`src/rtl/debounce_multi.sv`:
```
// debounce_multi: N independent button/switch debouncers. Each channel has a
// two-flop synchroniser, a stability counter, press/release pulses and
// long-press detection. Sticky press flags feed a combined interrupt.
module debounce_multi #(
    parameter int N_CH          = 4,
    parameter int STABLE_CYCLES = 1_000_000,
    parameter int LONG_CYCLES   = 50_000_000,
    parameter bit ACTIVE_LOW    = 1'b0
) (
    input  logic            clk,
    input  logic            reset_n,
    input  logic [N_CH-1:0] btn_in,
    input  logic [N_CH-1:0] evt_clr,
    output logic [N_CH-1:0] btn_out,
    output logic [N_CH-1:0] rise_pulse,
    output logic [N_CH-1:0] fall_pulse,
    output logic [N_CH-1:0] long_pulse,
    output logic [N_CH-1:0] evt_pending,
    output logic            irq
);

    localparam int SW = $clog2(STABLE_CYCLES + 1);
    // Last count value before the debounced level is allowed to flip.
    localparam logic [SW-1:0] STABLE_LAST = SW'(STABLE_CYCLES - 1);

    genvar gi;
    generate
        for (gi = 0; gi < N_CH; gi++) begin : g_ch
            logic          x;
            logic          s1_reg;
            logic          s2_reg;
            logic [SW-1:0] cnt_reg;
            logic [SW-1:0] cnt_next;
            logic          level_reg;
            logic          level_next;
            logic          rise_reg;
            logic          fall_reg;
            logic          evt_reg;

            assign x = btn_in[gi] ^ ACTIVE_LOW;

            // Stability counter: any return to the current level restarts the count.
            always_comb begin
                cnt_next   = cnt_reg;
                level_next = level_reg;
                if (s2_reg == level_reg) begin
                    cnt_next = '0;
                end else if (cnt_reg == STABLE_LAST) begin
                    level_next = s2_reg;
                    cnt_next   = '0;
                end else begin
                    cnt_next = cnt_reg + SW'(1);
                end
            end

            // Synchroniser, debounced level, edge pulses and sticky press flag.
            always_ff @(posedge clk or negedge reset_n) begin
                if (!reset_n) begin
                    s1_reg    <= 1'b0;
                    s2_reg    <= 1'b0;
                    cnt_reg   <= '0;
                    level_reg <= 1'b0;
                    rise_reg  <= 1'b0;
                    fall_reg  <= 1'b0;
                    evt_reg   <= 1'b0;
                end else begin
                    s1_reg    <= x;
                    s2_reg    <= s1_reg;
                    cnt_reg   <= cnt_next;
                    level_reg <= level_next;
                    rise_reg  <= level_next & ~level_reg;
                    fall_reg  <= ~level_next & level_reg;
                    // A press in the same cycle as a clear keeps the flag set.
                    evt_reg   <= rise_reg | (evt_reg & ~evt_clr[gi]);
                end
            end

            assign btn_out[gi]     = level_reg;
            assign rise_pulse[gi]  = rise_reg;
            assign fall_pulse[gi]  = fall_reg;
            assign evt_pending[gi] = evt_reg;

            if (LONG_CYCLES > 0) begin : g_long
                localparam int LW = $clog2(LONG_CYCLES + 1);
                localparam logic [LW-1:0] LONG_MAX  = LW'(LONG_CYCLES);
                localparam logic [LW-1:0] LONG_LAST = LW'(LONG_CYCLES - 1);
                logic [LW-1:0] hold_reg;
                logic          long_reg;

                // Hold counter tracks the upcoming level so that it equals the
                // number of pressed cycles so far; saturation makes the pulse one-shot.
                always_ff @(posedge clk or negedge reset_n) begin
                    if (!reset_n) begin
                        hold_reg <= '0;
                        long_reg <= 1'b0;
                    end else begin
                        if (!level_next) begin
                            hold_reg <= '0;
                        end else if (hold_reg != LONG_MAX) begin
                            hold_reg <= hold_reg + LW'(1);
                        end
                        long_reg <= level_next && (hold_reg == LONG_LAST);
                    end
                end

                assign long_pulse[gi] = long_reg;
            end else begin : g_nolong
                assign long_pulse[gi] = 1'b0;
            end
        end
    endgenerate

    // Interrupt is the registered OR of all pending press flags.
    always_ff @(posedge clk or negedge reset_n) begin
        if (!reset_n) begin
            irq <= 1'b0;
        end else begin
            irq <= |evt_pending;
        end
    end

endmodule

```
`config.mk`:
```
export PLATFORM = sky130hd
export DESIGN_NAME = debounce_multi
export DESIGN_NICKNAME = d
export VERILOG_FILES = /design/src/rtl/debounce_multi.sv
export SDC_FILE = /design/constraint.sdc
export NUM_CORES = 1
export LEC_CHECK = 0
export BUFFER_PORTS_ARGS = -buffer_cell sky130_fd_sc_hd__buf_2
export CORE_ASPECT_RATIO = 0.75
export CORE_MARGIN = 2
export CORE_UTILIZATION = 55
export DETAILED_ROUTE_END_ITERATION = 12
export GPL_TIMING_DRIVEN = 0
export PLACE_DENSITY = 0.72
export SETUP_SLACK_MARGIN = 0.15
export SLEW_MARGIN = 20
export SYNTH_ARGS = -nofsm -noshare
export SYNTH_HDL_FRONTEND = slang
export SYNTH_SLANG_ARGS = --single-unit
```
`constraint.sdc`:
```
create_clock -name clk -period 2.39 [get_ports clk]
set_input_delay 0.239 -clock clk [delete_from_list [all_inputs] [get_ports clk]]
set_output_delay 0.239 -clock clk [all_outputs]
set_load 0.005 [all_outputs]
```
Word-level counts from Yosys, hierarchy flattened
Cells that the tools add are included.
{ "totals": {"register_bits": 213, "inputBits": 10, "output_inout_bits": 21} }
{ "classes": {"add_sub_neg": 8, "eq_ne": 20, "muxes": 24, "bitwise": 28, "reduce_logical": 5} }
{ "op_table": {"columns": ["cell", "count"], "rows": [
  ["$mux 26", 8],
  ["$mux 20", 8],
  ["$add 26x1->26 const B", 4],
  ["$eq 26x26->1 const B", 4],
  ["$ne 26x26->1 const B", 4],
  ["$add 20x1->20 const B", 4],
  ["$eq 20x20->1 const B", 4],
  ["$and 1x1->1", 12],
  ["$not 1->1", 12],
  ["$mux 1", 8],
  ["$ne 2x1->1 const B", 4],
  ["$eq 1x1->1", 4],
  ["$logic_and 1x1->1", 4],
  ["$or 1x1->1", 4],
  ["$reduce_or 4->1", 1]
]} }

Logic depth before layout (Yosys ltp)
Gate-level depths: netlist (run 1).
{ "logic_depth": {"depth_word": 5, "mapped_depth": 8, "depth_no_buf": 7} }

Worst setup path after synthesis (run 1)
OpenSTA, ideal clock, no wires.
{ "synth_path": {"path_type": "register -> register", "from": "register g_ch[1].cnt_reg[8]", "to": "register g_ch[1].g_long.hold_reg[10]", "t_arrival_ns": 1.961, "required_time_ns": 2.258, "slack_ns": 0.297, "stages_incl_launch_ff": 7, "path_buffers": 1, "synth_period_minus_slack_ns": 2.093, "cell_sequence": "dfrtp_1 -> nor4b_1 -> nand4_1 -> nor4_2 -> mux2i_1 -> clkbuf_1 -> nor2_1"} }
{ "synth_via": {"elab_chain_len": 4, "elab_cells_between_ends": 5, "classes_between": "eq/ne: 2; mux: 3"} }
{ "synth_rtl": {"columns": ["element", "line_no", "rtl"], "rows": [
  ["start, declared", "32", "logic [SW-1:0] cnt_reg;"],
  ["start signal, assigned", "69", "cnt_reg <= cnt_next;"],
  ["$eq 20x20->1 *", "48", "end else if (cnt_reg == STABLE_LAST) begin"],
  ["$mux 1 *", "48", null],
  ["$mux 1 *", "46", "if (s2_reg == level_reg) begin"],
  ["$ne 2x1->1 (no source line) / $mux 26 (equally long branches)", null, null],
  ["end signal, assigned", "100", "hold_reg <= hold_reg + LW'(1);"],
  ["end, declared", "87", "logic [LW-1:0] hold_reg;"]
]} }
Mark *: on every way between the ends. The rest lies on a longest branch, timed or not.
A chain may end at the register's enable or synchronous reset.

Worst setup path in the final report (run 1)
{ "layout_path": {"from": "register g_ch[3].cnt_reg[8]", "to": "register g_ch[3].g_long.hold_reg[8]"} }
{ "layout_via": {"elab_chain_len": 4, "elab_cells_between_ends": 5, "classes_between": "eq/ne: 2; mux: 3"} }
{ "layout_rtl": {"columns": ["element", "line_no"], "rows": [
  ["start, declared", "32"],
  ["start signal, assigned", "69"],
  ["$eq 20x20->1 *", "48"],
  ["$mux 1 *", "48"],
  ["$mux 1 *", "46"],
  ["$ne 2x1->1 (no source line) / $mux 26 (equally long branches)", null],
  ["end signal, assigned", "100"],
  ["end, declared", "87"]
]} }
Marked as above.

==> flow_summary.yaml, run 1 <==
min_path:
  hp-class: "in2reg"
  hold_depth: 3
clock_network:
  cts_buffer_depth: 3
  cts_tree: "built"
  clock-sinks: 213
  clk_latency_ns: 0.50
  numCtsBuffers: 22
  cts-root-buf: "clkbuf_16"
  h-tree-depth: 1
  cts.clk_slew.worst_paths_ns: 0.06
sta:
  finalWorstSetupSlack_ns: 0.2744
  fin_crit_sh_pct: 88.52
  fmax_ghz: 0.4727
  tightest_slew_ns: 0.7820
  fin_crit_ns: 2.116
  maxSlewHeadroom_pct: 47.44
  fin_skew_ns: 0.01102
  finalMaxSlewViolations: 0
  hold_viol: 0
  setup_viol: 0
  rsz0062_at_grt: "true"
die:
  rows: 43
  die-area_um2: 19750
  start_util_pct: 55.84
  io_pins: 31
  core-area_um2: 18350
  die_x_um: 161.6
  dieHeight_um: 122.2
critical_path:
  worstSetupPathType: "reg2reg"
  worstPathArrival_ns: 2.55
  critPathSlowestCell: "dfrtp_1"
  cp-start-kind: "register"
  worstPathMaxFanout: 10
  path_cells: "nor4b_1, nand4_1, or4_1, buf_2, mux2i_4, buf_12, buf_6, nor2_1"
  end_kind: "register"
  r2r_slack_ns: 0.27
  crit_cells: 8
  reg2reg_depth: 8
  cpPeakStageDelay_ns: 0.42
  path_buf_inv: 3
  cpLargestDelayFamily: "simple AND/OR/NAND/NOR gates"
  worst_ep_required_time_ns: 2.82
synth:
  synth_top_flop_cell: "dfrtp_1"
  synthCells: 1033
  ys_seq_elements: 213
  ys_types: 39
  synth_top_area_cell: "dfrtp_1"
  synthArstFlopShare_pct: 100.0
  yosysTopAreaCellShare_pct: 52.03
  synth_edf_count: 0
  syn_area_um2: 10240
  yosysWarnings: 0
  syn_avg_cell_area_um2: 9.918
  synthesis.nets: 1055
  ys_seq_area_share_pct: 52.03
  ys_top_cells_by_area: "dfrtp_1 52%, xor2_1 8.0%, nor2_1 7.7%, xnor2_1 6.3%, nand3_1 3.5%"
job:
  maxCapViolCount: 0
detailed_routing:
  via_count: 7268
  drtAntennaViolNets: 0
  drt_iter0_drc: 543
  drc: 0
  vias_per_cell: 5.290
  drt_wl_total_um: 18990
  firstDrtPassIters: 4
  wl_per_cell_um: 13.82
grt:
  grt_usage_pct: 19.91
  grt_overflow_total: 0
  grt_pass1_vias: 6724
  grt_max_degree: 98
  grt_pass1_wl_um: 32640
  antenna_found_initial: 0
placement:
  pre_cts_slack_ns: -0.2678
  portBuffers: 30
  hpwl_um: 12390
  gp_congestion: 0.8042
layout:
  largest_reg_flops: 104
  area_growth_pct: 16.18
  n_fill_cell: 1493
  finalNetCount: 1134
  final_layout_size_suffix_gt1_share_pct: 12.51
  antenna_cells: 0
  utilization_pct: 64.88
outcome:
  status: "completed"
power:
  power.total_mw: 7.539
  peakVddDrop_uv: 445.6
  power_density_nw_per_um2: 633.4
  p_leak_nw: 5.109
[per-layer routing]
layer,GRT usage (%),share of wire [%]
met5,0,0
met3,2.826,3.0
met1,31.56,52
met4,4.799,2.0
met2,28.90,43
[where the power goes]
group	switching [mW]	internal [mW]	total, mW
clock	1.38	2.35	3.73
combinational	0.109	0.0471	0.156
sequential	0.0253	3.63	3.65
total	1.52	6.02	7.54
[cells by family after synthesis]
kind of cell,share of synthesized area [%]
and+or+nand+nor,26.42
DFF,52.03
xor gates and xnor gates,14.36
buffers and inverters,3.762
AOI/OAI and AO/OA,1.026
adders and majority gates,1.466
muxes,0.9404
[Yosys cell counts, drive strengths merged, types with 12 or more instances]
cell,n
and3,31
and4,17
buf,28
clkbuf,18
dfrtp,213
ha,12
inv,30
nand2,62
nand3,72
nand4,44
nor2,209
nor3,28
nor4,21
nor4b,13
xnor2,74
xor2,94
[cells in the final DEF, fill, tap and decap left out, drive strengths merged, types with 13 or more instances in the layout]
cell type,synthesis,final
nand3,72,72
buf,28,77
dfrtp,213,213
nand2,62,62
nor2,209,209
nor4,21,21
nor3,28,28
nand4,44,44
nor4b,13,13
xor2,94,94
xnor2,74,74
and4,17,17
clkbuf,18,47
and3,31,31
inv,30,31
[worst register-to-register path, cell delays in order, from the launching register on]
cell and delay, ns:
dfrtp_1 0.42, nor4b_1 0.33, nand4_1 0.12, or4_1 0.41, buf_2 0.19, mux2i_4 0.20, buf_12 0.15, buf_6 0.14
nor2_1 0.10
[per-stage QoR]
step | cells | cell area (um2) | hold WS (ns) | setup TNS, ns
finish | 1374 | 11900 | 0.01813 | 0
global route | 1374 | 11900 | 0.04552 | 0
CTS | 1360 | 11720 | 0.001857 | 0
detailed placement | 1312 | 10780 | 0.1302 | -9.775
global placement | 1310 | 10700 | 0.3352 | -550.54
floorplan | 1033 | 10240 | -0.05659 | 0
[cell type report]
cell class                      instances  area, um2  area share (%)
Multi-Input combinational cell        745       4649           39.06
Timing Repair Buffer                   55      420.4           3.532
Inverter                               30      112.6          0.9461
Tap cell                              247      309.0           2.596
Clock buffer                           32      659.4           5.540
Clock inverter                          7      138.9           1.167
Sequential cell                       213       5330           44.78
Buffer                                 45      282.8           2.376
[final timing paths]
kind | from | end
hold reg to reg | g_ch[0].s1_reg | g_ch[0].s2_reg
hold / removal | evt_clr[0] | g_ch[0].evt_reg
max in group asynchronous | reset_n | g_ch[3].cnt_reg[1]
setup reg to reg | g_ch[3].cnt_reg[8] | g_ch[3].g_long.hold_reg[8]
setup / recovery | g_ch[3].cnt_reg[8] | g_ch[3].g_long.hold_reg[8]
min in group asynchronous | reset_n | g_ch[2].g_long.hold_reg[3]
[what timing repair did]
item / in CTS / in global routing
setup buffers: 2 / 13
hold endpoints to repair: 42 / 0
resized for setup: 10 / 22
gates cloned: 0 / 1
endpoints found under the setup margin: 89 / 122
pin swaps: 0 / 3
hold buffers: 8 / 0
(Power assumes the default switching activity.)
==> run 2: changes to the inputs <==
Clock period 2.39 ns to 2.4 ns, I/O delays scaled along.
==> run 2 against run 1 <==
  * Final cell count about the same
  * Flip-flop and latch count unchanged
  * Core utilization down 0.082 points
  * Die area unchanged
  * Cell area down 0.13%
  * Hold slack about the same
  * Sequential power about the same
  * Via count about the same
  * Routed wire length down 0.49%
  * Critical path type unchanged
==> flow_summary.yaml, run 2 (synthesis gave the netlist of run 1 again) <==
sta:
  fin_crit_ns: 2.120
  fin_crit_sh_pct: 88.34
  fmax_ghz: 0.4717
  maxSlewHeadroom_pct: 47.59
  fin_skew_ns: 0.01081
  holdWs_ns: 0.01855
  tns_ns: 0
  finalMaxSlewViolations: 0
  setup_viol: 0
  rsz0062_at_grt: "true"
  hold_viol: 0
  tightest_slew_ns: 0.7796
grt:
  grt_overflow_total: 0
  grt_pass1_vias: 6724
  grt_pass1_wl_um: 32640
  grt_max_degree: 98
  grt_usage_pct: 19.91
  antenna_found_initial: 0
power:
  p_leak_nw: 5.102
  p_clk_share_pct: 49.4
  power.switching_mw: 1.504
  peakVddDrop_uv: 442.9
  power.share.combinational_pct: 2.1
  power_density_nw_per_um2: 630.9
  seq_power_share_pct: 48.5
  switching_share_pct: 20.05
  p_int_mw: 5.996
outcome:
  status: "completed"
detailed_routing:
  wl_per_cell_um: 13.76
  drt_wl_total_um: 18900
  drtAntennaViolNets: 0
  drc: 0
  vias_per_cell: 5.294
  firstDrtPassIters: 7
  drt_iter0_drc: 529
  via_count: 7269
clock_network:
  cts-root-buf: "clkbuf_16"
  clock-sinks: 213
  numCtsBuffers: 22
  cts.clk_slew.worst_paths_ns: 0.06
  clk_latency_ns: 0.50
  h-tree-depth: 1
  cts_buffer_depth: 3
  cts_tree: "built"
placement:
  gp_congestion: 0.8042
  hpwl_um: 12390
  portBuffers: 30
job:
  maxCapViolCount: 0
min_path:
  hp-class: "in2reg"
  hp-start: "evt_clr[0]"
layout:
  utilization_pct: 64.80
  final_common_cell: "dfrtp_1"
  area_growth_pct: 16.04
  most-common-layout-cells: "213 x dfrtp_1, 209 x nor2_1, 94 x xor2_1, 74 x xnor2_1, 71 x nand3_1"
  antenna_cells: 0
  final_layout_size_suffix_gt1_share_pct: 12.26
  largest_reg_flops: 104
  finalNetCount: 1133
  n_fill_cell: 1496
die:
  dieHeight_um: 122.2
  die_x_um: 161.6
  die-area_um2: 19750
  start_util_pct: 55.84
  core-area_um2: 18350
  io_pins: 31
  rows: 43
critical_path:
  worstSetupPathType: "reg2reg"
  end_kind: "register"
  worst_ep_required_time_ns: 2.79
  startpoint: "g_ch[1].cnt_reg[2]"
  worstPathArrival_ns: 2.51
  worstPathMaxFanout: 9
  r2r-start: "g_ch[1].cnt_reg[2]"
  cp-start-kind: "register"
-- run 2: cell types whose count changed in the layout (fill, tap and decap cells not counted) --
cell	change
clkbuf_1	+1
buf_4	-1
nor4_1	+1
nor4_2	-1
clkbuf_2	-1
-- run 2: path summary, 6_finish.rpt --
check / cells after the start / end / slack [ns]
worst max-delay path: 8 / g_ch[1].g_long.hold_reg[15] / 0.28
worst min register to register: 0 / g_ch[0].s2_reg / 0.35
max in group asynchronous: 4 / g_ch[1].cnt_reg[12] / 1.11
worst max register to register: 8 / g_ch[1].g_long.hold_reg[15] / 0.28
min in group asynchronous: 2 / g_ch[2].g_long.hold_reg[3] / 0.19
worst min-delay path: 3 / g_ch[0].evt_reg / 0.02
-- run 2: stage by stage --
step / power, mW / area (um2) / worst slack (ns) / cells
after floorplan: 3.744 / 10240 / 0.3073 / 1033
after global placement: 3.839 / 10700 / -2.562 / 1310
after detailed placement: 3.854 / 10780 / -0.2578 / 1312
after CTS: 7.590 / 11720 / 0.05913 / 1360
after global routing: 7.772 / 11890 / 0.1034 / 1373
final: 7.500 / 11890 / 0.2798 / 1373
-- run 2: timing repair --
| item | CTS | global route |
|---|---|---|
| hold buffers | 8 | 0 |
| hold endpoints to repair | 42 | 0 |
| gates resized for setup | 10 | 19 |
| cloned | 0 | 1 |
| pin swaps | 0 | 3 |
| endpoints found under the setup margin | 85 | 111 |
| setup buffers | 2 | 12 |
-- run 2: area by class of cell --
class / count / area (um2) / share of cell area (%)
clock buffer: 32 / 659.4 / 5.547
clock inverter: 7 / 138.9 / 1.168
tap: 247 / 309.0 / 2.600
buffer: 45 / 281.5 / 2.368
multi-input combinational: 745 / 4643 / 39.06
timing repair buffer: 54 / 412.9 / 3.473
inverter: 30 / 112.6 / 0.9473
sequential: 213 / 5330 / 44.84
-- run 2: critical path, cell delays in order, from the launching register on --
cell and delay, ns:
dfrtp_1 0.41, and4_1 0.19, buf_2 0.18, nand4_1 0.17, nor4_4 0.23, buf_4 0.18, mux2i_4 0.34, buf_4 0.17
o21ba_2 0.14
-- run 2: layer usage --
metal	GRT usage [%]	part of all wire, %
met1	31.56	52
met2	28.90	42
met3	2.826	3.2
met4	4.799	2.0
met5	0	0
-- run 2: power groups by stage --
stage / clock network [mW] / registers (mW) / logic, mW
floorplan: 0 / 3.70 / 0.0451
global placement: 0 / 3.70 / 0.136
detailed placement: 0 / 3.70 / 0.151
CTS: 3.79 / 3.64 / 0.162
global route: 3.95 / 3.64 / 0.181
finish: 3.71 / 3.64 / 0.155
